<file path="src/rtl/reg_bank_arbiter_pkg.sv">
// Shared constants and round-robin pick helper
// for the arbitrated register bank.
package lab_pkg;

  localparam int N_REQ = 4;
  localparam int WIDTH = 8;
  localparam int AW    = 3;

  typedef struct packed {
    logic       vld;
    logic [2:0] idx;
  } pick_t;

  // First set bit of mask scanning ptr, ptr+1, ... mod n (n <= 8).
  function automatic pick_t rr_pick(
    input logic [7:0] mask,
    input logic [2:0] ptr,
    input int         n
  );
    pick_t p;
    int    j;
    p = '0;
    for (int i = 0; i < 8; i++) begin
      if (i < n) begin
        j = (int'(ptr) + i) % n;
        if (mask[j[2:0]] && !p.vld) begin
          p.vld = 1'b1;
          p.idx = j[2:0];
        end
      end
    end
    return p;
  endfunction

endpackage

</file>
<file path="src/rtl/reg_bank_arbiter_if.sv">
// Requester-side bundle: write requests, grants,
// read port and status.
interface reg_bank_arbiter_if #(
  parameter int N_REQ = lab_pkg::N_REQ,
  parameter int WIDTH = lab_pkg::WIDTH,
  parameter int AW    = lab_pkg::AW
);

  logic [N_REQ-1:0]       req;
  logic [N_REQ*AW-1:0]    wr_addr;
  logic [N_REQ*WIDTH-1:0] wr_data;
  logic [N_REQ-1:0]       gnt;
  logic                   busy;
  logic [AW-1:0]          rd_addr;
  logic [WIDTH-1:0]       rd_data;
  logic [15:0]            wr_count;

  modport master (
    output req, wr_addr, wr_data, rd_addr,
    input  gnt, busy, rd_data, wr_count
  );

  modport slave (
    input  req, wr_addr, wr_data, rd_addr,
    output gnt, busy, rd_data, wr_count
  );

endinterface

</file>
<file path="src/rtl/reg_bank_arbiter_bank.sv">
// Bank of enabled D registers: one write port,
// one registered read port, sync clear.
module d_reg_bank #(
  parameter int WIDTH = 8,
  parameter int AW    = 3
) (
  input  logic             clk,
  input  logic             clr,
  input  logic             we,
  input  logic [AW-1:0]    wa,
  input  logic [WIDTH-1:0] wd,
  input  logic [AW-1:0]    ra,
  output logic [WIDTH-1:0] rd
);

  logic [WIDTH-1:0] mem [2**AW];

  // Read samples the old word on a same-address write.
  always_ff @(posedge clk) begin
    if (clr) begin
      for (int i = 0; i < 2**AW; i++) mem[i] <= '0;
      rd <= '0;
    end else begin
      if (we) mem[wa] <= wd;
      rd <= mem[ra];
    end
  end

endmodule

</file>
<file path="src/rtl/reg_bank_arbiter.sv">
// Round-robin arbiter granting one write per cycle
// into a shared register bank.
module reg_bank_arbiter
  import lab_pkg::*;
#(
  parameter int N_REQ = lab_pkg::N_REQ,
  parameter int WIDTH = lab_pkg::WIDTH,
  parameter int AW    = lab_pkg::AW
) (
  input  logic clk,
  input  logic rst,
  reg_bank_arbiter_if.slave bus
);

  logic [N_REQ-1:0] gnt;
  logic [2:0]       ptr;
  logic [15:0]      cnt;
  logic             busy;
  logic [7:0]       elig;
  pick_t            pick;
  logic [AW-1:0]    wa;
  logic [WIDTH-1:0] wd;

  // Holding grant masks the requester for one edge.
  always_comb begin
    elig = '0;
    elig[N_REQ-1:0] = bus.req & ~gnt;
    pick = rr_pick(elig, ptr, N_REQ);
    wa = bus.wr_addr[pick.idx*AW +: AW];
    wd = bus.wr_data[pick.idx*WIDTH +: WIDTH];
  end

  always_ff @(posedge clk) begin
    if (rst) begin
      gnt  <= '0;
      ptr  <= '0;
      cnt  <= '0;
      busy <= 1'b0;
    end else if (pick.vld) begin
      gnt  <= N_REQ'(1) << pick.idx;
      ptr  <= (pick.idx == 3'(N_REQ-1)) ?
              3'd0 : pick.idx + 3'd1;
      cnt  <= cnt + 16'd1;
      busy <= 1'b1;
    end else begin
      gnt  <= '0;
      busy <= 1'b0;
    end
  end

  d_reg_bank #(
    .WIDTH(WIDTH),
    .AW   (AW)
  ) u_bank (
    .clk(clk),
    .clr(rst),
    .we (pick.vld),
    .wa (wa),
    .wd (wd),
    .ra (bus.rd_addr),
    .rd (bus.rd_data)
  );

  assign bus.gnt      = gnt;
  assign bus.busy     = busy;
  assign bus.wr_count = cnt;

endmodule

</file>
<file path="src/flat_wrapper.sv">
// flat-port wrapper written by rule: the top's interface ports become plain ports
module reg_bank_arbiter_flat import lab_pkg::*;
#(
  parameter int N_REQ = lab_pkg::N_REQ,
  parameter int WIDTH = lab_pkg::WIDTH,
  parameter int AW    = lab_pkg::AW
)
  (clk, rst, bus_req, bus_wr_addr, bus_wr_data, bus_rd_addr, bus_gnt, bus_busy, bus_rd_data, bus_wr_count);
  reg_bank_arbiter_if #(.N_REQ(N_REQ), .WIDTH(WIDTH), .AW(AW)) bus_i ();
  input  logic clk;
  input  logic rst;
  input wire logic [$bits(bus_i.req)-1:0] bus_req;
  input wire logic [$bits(bus_i.wr_addr)-1:0] bus_wr_addr;
  input wire logic [$bits(bus_i.wr_data)-1:0] bus_wr_data;
  input wire logic [$bits(bus_i.rd_addr)-1:0] bus_rd_addr;
  output wire logic [$bits(bus_i.gnt)-1:0] bus_gnt;
  output wire logic [$bits(bus_i.busy)-1:0] bus_busy;
  output wire logic [$bits(bus_i.rd_data)-1:0] bus_rd_data;
  output wire logic [$bits(bus_i.wr_count)-1:0] bus_wr_count;
  assign bus_i.req = bus_req;
  assign bus_i.wr_addr = bus_wr_addr;
  assign bus_i.wr_data = bus_wr_data;
  assign bus_i.rd_addr = bus_rd_addr;
  assign bus_gnt = bus_i.gnt;
  assign bus_busy = bus_i.busy;
  assign bus_rd_data = bus_i.rd_data;
  assign bus_wr_count = bus_i.wr_count;
  reg_bank_arbiter #(.N_REQ(N_REQ), .WIDTH(WIDTH), .AW(AW)) u_core (.clk(clk), .rst(rst), .bus(bus_i));
endmodule
</file>
<file path="config.mk">
export PLATFORM = sky130hd
export DESIGN_NAME = reg_bank_arbiter_flat
export DESIGN_NICKNAME = d
export VERILOG_FILES = /design/src/rtl/reg_bank_arbiter_pkg.sv /design/src/rtl/reg_bank_arbiter_if.sv /design/src/rtl/reg_bank_arbiter_bank.sv /design/src/rtl/reg_bank_arbiter.sv /design/src/flat_wrapper.sv
export SDC_FILE = /design/constraint.sdc
export NUM_CORES = 1
export LEC_CHECK = 0
export CORE_MARGIN = 2
export CORE_UTILIZATION = 45
export DETAILED_ROUTE_END_ITERATION = 16
export PLACE_DENSITY_LB_ADDON = 0.2
export SETUP_SLACK_MARGIN = 0.15
export SLEW_MARGIN = 10
export SYNTH_ARGS = -nofsm -noshare
export SYNTH_HDL_FRONTEND = slang
export SYNTH_SLANG_ARGS = --single-unit
</file>
<file path="constraint.sdc">
create_clock -name clk -period 6.5 [get_ports clk]
set_input_delay 0.975 -clock clk [delete_from_list [all_inputs] [get_ports clk]]
set_output_delay 0.975 -clock clk [all_outputs]
set_load 0.05 [all_outputs]
</file>
==> impl_results.md, run 1 <==
* Global route overflow at 0
* Antenna viol nets, final at 0
* Post-DR vias/cell at about 5.4
* Hold_buf cts at 0
* Clk root buf: clkbuf_8
* Mapped Cells at 398
* Critical Path Max Stage Delay at ~0.47 ns
* Mapped Area at about 4900 um2
* Clk slew on worst S/H paths at 0.10 ns
* Routed WL per cell at around 17 um
* Period utilisation layout at 0.520
* Leakage at 0.00211 uW
* Register area share after synthesis at 0.524
* Synth Net Count at 453
* Min Tclk post-route at 3.38 ns
* TritonCTS clock tree: built
* Largest net degree at the start of global routing at 39
* Dpl hpwl at between 7 and 8 mm
* Final hold vios at 0
* Commonest non-fill, non-tap cell in the layout: clkdlybuf4s50_1
* CP Cell Sequence: clkdlybuf4s50_1 -> nor2b_4 -> a21oi_2 -> o32ai_4 -> buf_4 -> mux2i_1 -> o22a_1 -> nand2b_1
* Most frequent cells in the layout: clkdlybuf4s50_1 (81), nor2_1 (73), edfxtp_1 (64)
* IO Port Bufs at slightly above 80
* Worst Path Buf+Inv at 2
* Die W at around 110 um
* Critical-path maximum fanout at 33
* Post-cts sizing count at 0
* Delay-heaviest family, CP: buffers and inverters
* Die area at approximately 12000 um2
* RSZ-0062 raised after global routing: false
* Crit path kind: in -> reg
* Drt total wl at slightly above 10 mm
* Vias in the first global route at ~3100
* Initial Utilization at 0.466
* CTS Buffer Depth at 2
* Total Routing Usage GR at 0.188
* Final setup TNS at 0 ns
* Clk Latency, worst-skew pair at between 0.3 and 0.4 ns
* Max Fclk at a little under 300 MHz
* Clock skew at roughly 0.02 ns
* Slowest-stage cell, CP: clkdlybuf4s50_1
* I/O Pins at about 80
* First-pass GRT wire length at about 16 mm
* Status: finished, final reports clean
* DR DRC count at 0
* Critical path endpoint category: flop
* Placer congestion estimate at 0.842
* VDD IR max at roughly 0.00017 V
* Pwr/cell area at about 320 nW/um2
* P&R area growth vs syn at 22.7%
* Core area at 10400 um2
* 1st-iter DRT viols at ~200
* Layout cell share with drive strength beyond 1 at 0.168
* Max Cap Viol at 0
* Initial antenna violation count at 0
* Slew @ Worst Pin at around 1.0 ns
* Count of different cell masters after synthesis at 48
* Setup bufs post-CTS at 0
* Fin nets at around 530
* Antenna Cells at 0
* Die extent in y at ~110 um
* # fillers at between 800 and 900
* Flops & latches, synth at 95
* Worst min path class: reg -> reg
* Num CTS Buffers at 9
* Post-synth EDFFs at 64
* H-tree levels at 3
* Post-Syn Area per Cell at between 10 and 15 um2
* Type of origin of the critical path: input port
* Synth Flop Type: edfxtp_1
* Critical Path AT at approximately 3.4 ns
* Relative slew slack at 0.327
* Rows at 37
* Setup violators final at 0
* Yosys Warn Count at 0
* Critical Path RT at 6.56 ns
* Clk sinks at 95
* FFs w/ async S/R, synth at 0
* Pre-antenna DRT Iters at 5
* Tot Pwr at ~1900 uW
* Vias at 3334
* Max-slew violations at 0
path summary, 6_finish.rpt:
check                                        from                               endpoint  slack [ns]  cells after the start
max                                    bus_req[3]  u_core.u_bank.mem[0][0]$_SDFFCE_PN0P_        3.12                      8
min          u_core.bus.wr_count[10]$_SDFFE_PP0N_   u_core.bus.wr_count[10]$_SDFFE_PP0N_        0.52                      2
max reg2reg          u_core.bus.gnt[0]$_SDFF_PP0_  u_core.u_bank.mem[0][0]$_SDFFCE_PN0P_        3.81                      7
min reg2reg  u_core.bus.wr_count[10]$_SDFFE_PP0N_   u_core.bus.wr_count[10]$_SDFFE_PP0N_        0.52                      2
worst register-to-register path, stage by stage, from the launching register on:
cell	delay (ns)
dfxtp_1	0.36
nand2b_2	0.17
nor2_1	0.08
o32ai_4	0.25
buf_4	0.47
mux2i_1	0.27
o22a_1	0.46
nand2b_1	0.33
cell usage after synthesis, drive strengths merged, types with 2 or more instances:
cell type,number,area [um2]
or2b,2,15.0
nand4,3,18.8
xnor2,7,61.3
and3,3,18.8
xor2,6,52.6
nor3,7,40.0
nor2,97,424
o22a,3,26.3
nor2b,4,35.0
ha,2,25.0
mux2i,42,420
dfxtp,31,621
mux2,8,120
nand3,8,40.0
o21ai,5,25.0
edfxtp,64,1920
and2,2,12.5
buf,14,91.3
a21oi,5,28.8
clkbuf,8,30.0
nand2b,13,86.3
nand3b,12,90.1
a22oi,6,70.1
nand2,7,26.3
nor3b,9,67.6
inv,3,11.3
or3,3,18.8
mux4,16,360
cells by family after synthesis:
| logic type | after synthesis | share of synthesized area |
|---|---|---|
| compound gates | 23 | 0.0415 |
| mux | 66 | 0.186 |
| simple gates | 174 | 0.193 |
| flops | 95 | 0.524 |
| buf+inv | 25 | 0.0273 |
| fa+ha+maj | 2 | 0.00516 |
| xor+xnor | 13 | 0.0235 |
layout make-up:
cell class                 count  area (um2)  area share
sequential                    95        2540       0.427
multi-input combinational    278        2180       0.366
timing repair buffer          84         833       0.140
tap                          136         170      0.0286
clock buffer                   9         124      0.0208
clock inverter                 7        93.8      0.0158
inverter                       3        11.3     0.00189
sequential cells by signal, indices dropped and copies added (netlist names):
register             count
u_core.bus.gnt           4
u_core.u_bank.mem       64
u_core.u_bank.rd         8
u_core.bus.busy          1
u_core.bus.wr_count     16
u_core.ptr               2
stage by stage:
step                      utilization  cells  area, um2  hold slack, ns  setup WS (ns)
after global placement          0.550    596       5730           0.488           2.74
after CTS                       0.571    612       5950           0.524           3.12
after detailed placement        0.550    596       5730           0.506           2.72
after floorplan                     -    398       4850           0.478           3.68
final                           0.571    612       5950           0.524           3.12
after global routing            0.571    612       5950           0.556           2.92
routing by layer:
metal,part of all wire,global-route usage
met1,0.46,0.268
met5,0,0
met4,0.013,0.0540
met3,0.073,0.0460
met2,0.46,0.288
power by group:
group / switching, uW / total (uW) / internal, uW / leakage [uW]
clock network: 246 / 404 / 157 / 0.000107
registers: 47.2 / 788 / 740 / 0.000919
logic: 416 / 704 / 288 / 0.00108
Note: power is estimated with default switching activity, not from simulation.
==> run 2: changes to the inputs <==
==> constraint.sdc (replaced) <==
create_clock -name clk -period 3 [get_ports clk]
set_input_delay 0.45 -clock clk [delete_from_list [all_inputs] [get_ports clk]]
set_output_delay 0.45 -clock clk [all_outputs]
set_load 0.05 [all_outputs]
==> impl_results.md, run 2 (synthesized netlist as in run 1, its figures left out) <==
* Clock skew at 0.0128 ns (was 0.0196 ns)
* Critical path endpoint category: flop (unchanged)
* Max Fclk at 416 MHz
* P&R area growth vs syn at 24.7% (was 22.7%)
* Critical Path RT at 3.01 ns (was 6.56 ns)
* Die area at 11600 um2 (unchanged)
* Rows at 37 (unchanged)
* Max-slew violations at 0 (unchanged)
* Critical Path AT at 2.42 ns (was 3.44 ns)
* Hold Path End: u_core.bus.wr_count[10]$_SDFFE_PP0N_ (unchanged)
* Setup violators final at 0 (unchanged)
* Post-DR vias/cell at 5.27 (was 5.45)
* Most frequent cells in the layout: clkdlybuf4s50_1 (81), nor2_1 (73), edfxtp_1 (64) (unchanged)
* Clk Latency, worst-skew pair at 0.36 ns (was 0.38 ns)
* Clk sinks at 95 (unchanged)
* Pre-antenna DRT Iters at 4 (was 5)
* Fin nets at 540 (was 526)
* Final hold vios at 0 (unchanged)
* GRT met1 Usage at 0.268 (about the same)
* Relative slew slack at 0.477 (was 0.327)
* Initial antenna violation count at 0 (unchanged)
* VDD IR max at 0.000326 V (was 0.000168 V)
* FF-to-FF path depth at 7 (unchanged)
* Reg2reg setup slack at 0.75 ns (was 3.81 ns)
* Met2 GRT Util at 0.293 (was 0.288)
* Total Routing Usage GR at 0.187 (was 0.188)
* Antenna viol nets, final at 0 (unchanged)
* # fillers at 901 (was 884)
* Critical R2R Launch: u_core.ptr[1]$_SDFFE_PP0N_ (was u_core.bus.gnt[0]$_SDFF_PP0_)
* Drt total wl at 10.1 mm (was 10.3 mm)
* Max reg flops at 64 (unchanged)
* Clk root buf: clkbuf_8 (unchanged)
* Critical R2R Capture: u_core.u_bank.mem[4][3]$_SDFFCE_PN0P_ (was u_core.u_bank.mem[0][0]$_SDFFCE_PN0P_)
* Status: finished, final reports clean (unchanged)
* Area of the multi-input gates at 2180 um2 (unchanged)
* Placed cell count at 610 (was 596)
* Final setup TNS at 0 ns (unchanged)
* DR DRC count at 0 (unchanged)
* CTS Buffer Depth at 2 (unchanged)
* Routed WL per cell at 16.1 um (was 16.8 um)
* Critical-path maximum fanout at 8 (was 33)
* Placer congestion estimate at 0.827 (was 0.842)
* DP Area at 5850 um2 (was 5730 um2)
* Commonest non-fill, non-tap cell in the layout: clkdlybuf4s50_1 (unchanged)
* Non-Filler Instances at 626 (was 612)
* Hold_buf cts at 0 (unchanged)
* Setup bufs post-CTS at 0 (unchanged)
* I/O Pins at 82 (unchanged)
* Pwr/cell area at 681 nW/um2 (was 318 nW/um2)
* Type of origin of the critical path: input port (unchanged)
* Leakage at 0.00216 uW (was 0.00211 uW)
* 1st-iter DRT viols at 233 (was 199)
* Num CTS Buffers at 9 (unchanged)
* Design area at 6050 um2 (was 5950 um2)
* Hold path cells at 2 (unchanged)
* Clk slew on worst S/H paths at 0.10 ns (about the same)
* IO Port Bufs at 81 (unchanged)
* Post-Place Worst Slack at 0.195 ns (was 2.72 ns)
* HP Start: u_core.bus.wr_count[10]$_SDFFE_PP0N_ (unchanged)
* Vias in the first global route at 3175 (was 3062)
* Vias at 3301 (was 3334)
* H-tree levels at 3 (unchanged)
* Post-cts sizing count at 0 (unchanged)
* Period utilisation layout at 0.802
* Final Util at 0.581 (was 0.571)
* Die extent in y at 108 um (unchanged)
* RSZ-0062 raised after global routing: false (unchanged)
* Initial Utilization at 0.466 (unchanged)
* Core area at 10400 um2 (unchanged)
* Crit path kind: in -> reg (unchanged)
* Min Tclk post-route at roughly 2.4 ns
* Grt peak-use layer: met2 (unchanged)
* Antenna Cells at 0 (unchanged)
* Slew @ Worst Pin at 0.781 ns (was 1.01 ns)
* First-pass GRT wire length at 16.5 mm (was 16.3 mm)
* Post-route worst setup slack at 0.594 ns (was 3.12 ns)
* Worst min path class: reg -> reg (unchanged)
* Dpl hpwl at 7.50 mm (was 7.67 mm)
* Sequential Area at 2540 um2 (unchanged)
* Die W at 108 um (unchanged)
* Layout cell share with drive strength beyond 1 at 0.192 (was 0.168)
* Largest Register: u_core.u_bank.mem (unchanged)
* TritonCTS clock tree: built (unchanged)
* Met3 usage at 0.0321 (was 0.0460)
* Global route overflow at 0 (unchanged)
* Max Cap Viol at 0 (unchanged)
* Largest net degree at the start of global routing at 35 (was 39)
[run 2: cell types whose count changed in the layout (fill, tap and decap cells not counted), sizes merged]
| cell | before | now |
|---|---|---|
| buf | 3 | 17 |
| clkinvlp | 0 | 2 |
| inv | 6 | 7 |
| clkinv | 4 | 1 |
[run 2: final cells by class]
class                           count  area share
Sequential cell                    95       0.420
Multi-Input combinational cell    278       0.360
Timing Repair Buffer               98       0.157
Tap cell                          136      0.0281
Clock buffer                        9      0.0205
Clock inverter                      7      0.0122
Inverter                            3     0.00186
[run 2: worst max path at each step]
stage                                      start                                    end  slack [ns]  depth (start not counted)
finish                                bus_req[1]  u_core.u_bank.mem[4][3]$_SDFFCE_PN0P_        0.59                          8
global route                          bus_req[1]  u_core.u_bank.mem[4][6]$_SDFFCE_PN0P_        0.45                          8
CTS                                   bus_req[3]  u_core.u_bank.mem[7][5]$_SDFFCE_PN0P_        0.60                          9
detailed placement                    bus_req[3]  u_core.u_bank.mem[5][5]$_SDFFCE_PN0P_        0.19                          9
global placement                      bus_req[1]  u_core.u_bank.mem[4][6]$_SDFFCE_PN0P_        0.24                          6
floorplan           u_core.bus.gnt[0]$_SDFF_PP0_  u_core.u_bank.mem[0][0]$_SDFFCE_PN0P_        0.43                          8
[run 2: worst max-delay path, cell delays in order]
cell	delay, ns
clkdlybuf4s50_1	0.46
or2b_1	0.23
o21ai_1	0.09
a22oi_1	0.08
buf_4	0.17
nor3_2	0.39
a22oi_2	0.17
nand2b_1	0.37
[run 2: power by group]
group,total [uW],leakage (uW),internal (uW),switching [uW]
clock,826,0.0000946,328,498
combinational,1600,0.00115,690,911
sequential,1690,0.000919,1600,90.6
[run 2: metrics by stage]
stage	power (uW)	hold WS (ns)
2_1_floorplan	2880	0.478
3_5_place_dp	3340	0.496
3_3_place_gp	3300	0.487
5_1_grt	4350	0.541
4_1_cts	4160	0.512
6_report	4120	0.511
[run 2: per-layer routing]
layer | vias to the layer above | part of all wire
met1 | 1555 | 0.46
met4 | 0 | 0.0096
met2 | 123 | 0.46
met5 | - | 0
met3 | 7 | 0.073
li1 | 1616 | -
==> run 3: changes to the inputs <==
==> constraint.sdc (replaced) <==
create_clock -name clk -period 2.1 [get_ports clk]
set_input_delay 0.315 -clock clk [delete_from_list [all_inputs] [get_ports clk]]
set_output_delay 0.315 -clock clk [all_outputs]
set_load 0.05 [all_outputs]
==> impl_results.md, run 3 (synthesized netlist as in run 1, its figures left out) <==
* P&R area growth vs syn at 39.6% (was 24.7%)
* Delay-heaviest family, CP: compound AO/OA/AOI/OAI gates (was simple AND/OR/NAND/NOR gates)
* Die extent in y at 108 um (unchanged)
* Max-slew violations at 0 (unchanged)
* Max Fclk at approximately 480 MHz
* Die W at 108 um (unchanged)
* Most frequent cells in the layout: clkdlybuf4s50_1 (67), edfxtp_1 (64), nor2_1 (61) (was clkdlybuf4s50_1 (81), nor2_1 (73), edfxtp_1 (64))
* RSZ-0062 raised after global routing: true (was false)
* Crit-path most repeated cell: nor2_4
* Power Internal at 4390 uW (was 2620 uW)
* IO Port Bufs at 81 (unchanged)
* Sequential Area at 2560 um2 (was 2540 um2)
* Type of origin of the critical path: flop (was input port)
* H-tree levels at 3 (unchanged)
* Rows at 37 (unchanged)
* Clock skew at 0.0163 ns (was 0.0128 ns)
* I/O Pins at 82 (unchanged)
* Worst min path class: reg -> reg (unchanged)
* Slew @ Worst Pin at 0.545 ns (was 0.781 ns)
* NetSw at 2440 uW (was 1500 uW)
* Antenna Cells at 0 (unchanged)
* Die area at 11600 um2 (unchanged)
* Clk root buf: clkbuf_8 (unchanged)
* Critical Path Max Stage Delay at 0.36 ns (was 0.46 ns)
* Leakage at 0.00261 uW (was 0.00216 uW)
* DP Area at 6140 um2 (was 5850 um2)
* Final hold vios at 0 (unchanged)
* Largest Register: u_core.u_bank.mem (unchanged)
* VDD IR max at 0.000695 V (was 0.000326 V)
* Area of the multi-input gates at 2500 um2 (was 2180 um2)
* # fillers at 805 (was 901)
* Num CTS Buffers at 9 (unchanged)
* Initial Utilization at 0.466 (unchanged)
* Core area at 10400 um2 (unchanged)
* Total Routing Usage GR at 0.197 (was 0.187)
* 1st-iter DRT viols at 208 (was 233)
* TritonCTS clock tree: built (unchanged)
* Fin nets at 564 (was 540)
* Pwr/cell area at 1010 nW/um2 (was 681 nW/um2)
* CP Cell Sequence: nand2b_4 -> nor2_4 -> o32ai_4 -> buf_6 -> buf_16 -> mux2i_2 -> o22a_2 -> buf_12 -> nor2_4 (was clkdlybuf4s50_1 -> or2b_1 -> o21ai_1 -> a22oi_1 -> buf_4 -> nor3_2 -> a22oi_2 -> nand2b_1)
* Crit path kind: reg -> reg (was in -> reg)
* Relative slew slack at 0.636 (was 0.477)
* Critical-path maximum fanout at 8 (unchanged)
* Largest net degree at the start of global routing at 27 (was 35)
* First-pass GRT wire length at 17.3 mm (was 16.5 mm)
* Worst Path Buf+Inv at 3 (was 2)
* Placer congestion estimate at 0.761 (was 0.827)
* DR DRC count at 0 (unchanged)
* Global route overflow at 0 (unchanged)
* Critical Path AT at 2.22 ns (was 2.42 ns)
* Design area at 6770 um2 (was 6050 um2)
* Pre-antenna DRT Iters at 5 (was 4)
* Vias in the first global route at 3443 (was 3175)
* Clk Latency, worst-skew pair at 0.37 ns (was 0.36 ns)
* Setup violators final at 0 (unchanged)
* Sequential share of power at 0.356 (was 0.411)
* Critical path endpoint category: flop (unchanged)
* Status: finished, final reports clean (unchanged)
* Drt total wl at 10.8 mm (was 10.1 mm)
* Initial antenna violation count at 0 (unchanged)
* Period utilisation layout at 0.996
* Min Tclk post-route at 2.09 ns
* Routed WL per cell at 16.6 um (was 16.1 um)
* Hold_buf cts at 0 (unchanged)
* Sw Ratio at 0.357 (was 0.364)
* Clk slew on worst S/H paths at 0.09 ns (was 0.10 ns)
* Clk sinks at 95 (unchanged)
* Layout cell share with drive strength beyond 1 at 0.319 (was 0.192)
* Dpl hpwl at 7.65 mm (was 7.50 mm)
* Max reg flops at 64 (unchanged)
* Critical Path RT at 2.23 ns (was 3.01 ns)
* Post-DR vias/cell at 5.37 (was 5.27)
* Antenna viol nets, final at 0 (unchanged)
* Max Cap Viol at 0 (unchanged)
* Clock share of power at 0.182 (was 0.201)
* Commonest non-fill, non-tap cell in the layout: clkdlybuf4s50_1 (unchanged)
* Slowest-stage cell, CP: o32ai_4 (was clkdlybuf4s50_1)
* Final Util at 0.650 (was 0.581)
* Vias at 3492 (was 3301)
* CTS Buffer Depth at 2 (unchanged)
* Combinational share of power at 0.461 (was 0.388)
run 3: path summary, 6_finish.rpt:
path | startpoint | endpoint | slack [ns] | cells after the start
worst min register to register | u_core.bus.wr_count[10]$_SDFFE_PP0N_ | u_core.bus.wr_count[10]$_SDFFE_PP0N_ | 0.51 | 2
worst max-delay path | u_core.bus.gnt[0]$_SDFF_PP0_ | u_core.u_bank.mem[1][6]$_SDFFCE_PN0P_ | 0.009 | 9
worst max register to register | u_core.bus.gnt[0]$_SDFF_PP0_ | u_core.u_bank.mem[1][6]$_SDFFCE_PN0P_ | 0.009 | 9
worst min-delay path | u_core.bus.wr_count[10]$_SDFFE_PP0N_ | u_core.bus.wr_count[10]$_SDFFE_PP0N_ | 0.51 | 2
run 3: metrics by stage:
stage                     hold slack (ns)  power (uW)  setup WS [ns]  TNS (ns)  std cells
final                               0.507        6820        0.00876         0        650
after floorplan                     0.399        4190        -0.0332     -1.90        398
after global placement              0.485        4860         -0.427    -51.12        626
after global routing                0.532        7120        -0.0622     -3.41        650
after CTS                           0.509        6620         0.0403         0        649
after detailed placement            0.498        4920         -0.446    -54.11        626
run 3: layout make-up:
cell class,count,share of cell area
Clock buffer,10,0.0188
Sequential cell,95,0.378
Multi-Input combinational cell,278,0.369
Clock inverter,6,0.0113
Tap cell,136,0.0251
Timing Repair Buffer,122,0.196
Inverter,3,0.00166
run 3: what timing repair did:
action,in CTS,in global routing
endpoints found under the setup margin,135,144
buffers inserted,4,0
hold endpoints to repair,0,0
cloned,3,1
resized for setup,48,40
pin swaps,26,18
run 3: power by group through the flow:
stage / Sequential, uW / Clock [uW] / Combinational [uW]
after floorplan: 2610 / 0 / 1580
after global placement: 2450 / 0 / 2420
after detailed placement: 2460 / 0 / 2460
after CTS: 2430 / 1260 / 2940
after global routing: 2460 / 1340 / 3330
final: 2430 / 1240 / 3150
run 3: layer usage:
metal	vias to the layer above	GRT usage	wire, um
li1	1665	-	-
met1	1692	0.257	4700
met2	122	0.333	5320
met3	13	0.0351	623
met4	0	0.0659	161
met5	-	0	0
run 3: worst min-delay path, stage by stage, from the launching register on:
cell	delay, ns
dfxtp_1	0.34
o21ai_0	0.07
a21oi_1	0.06
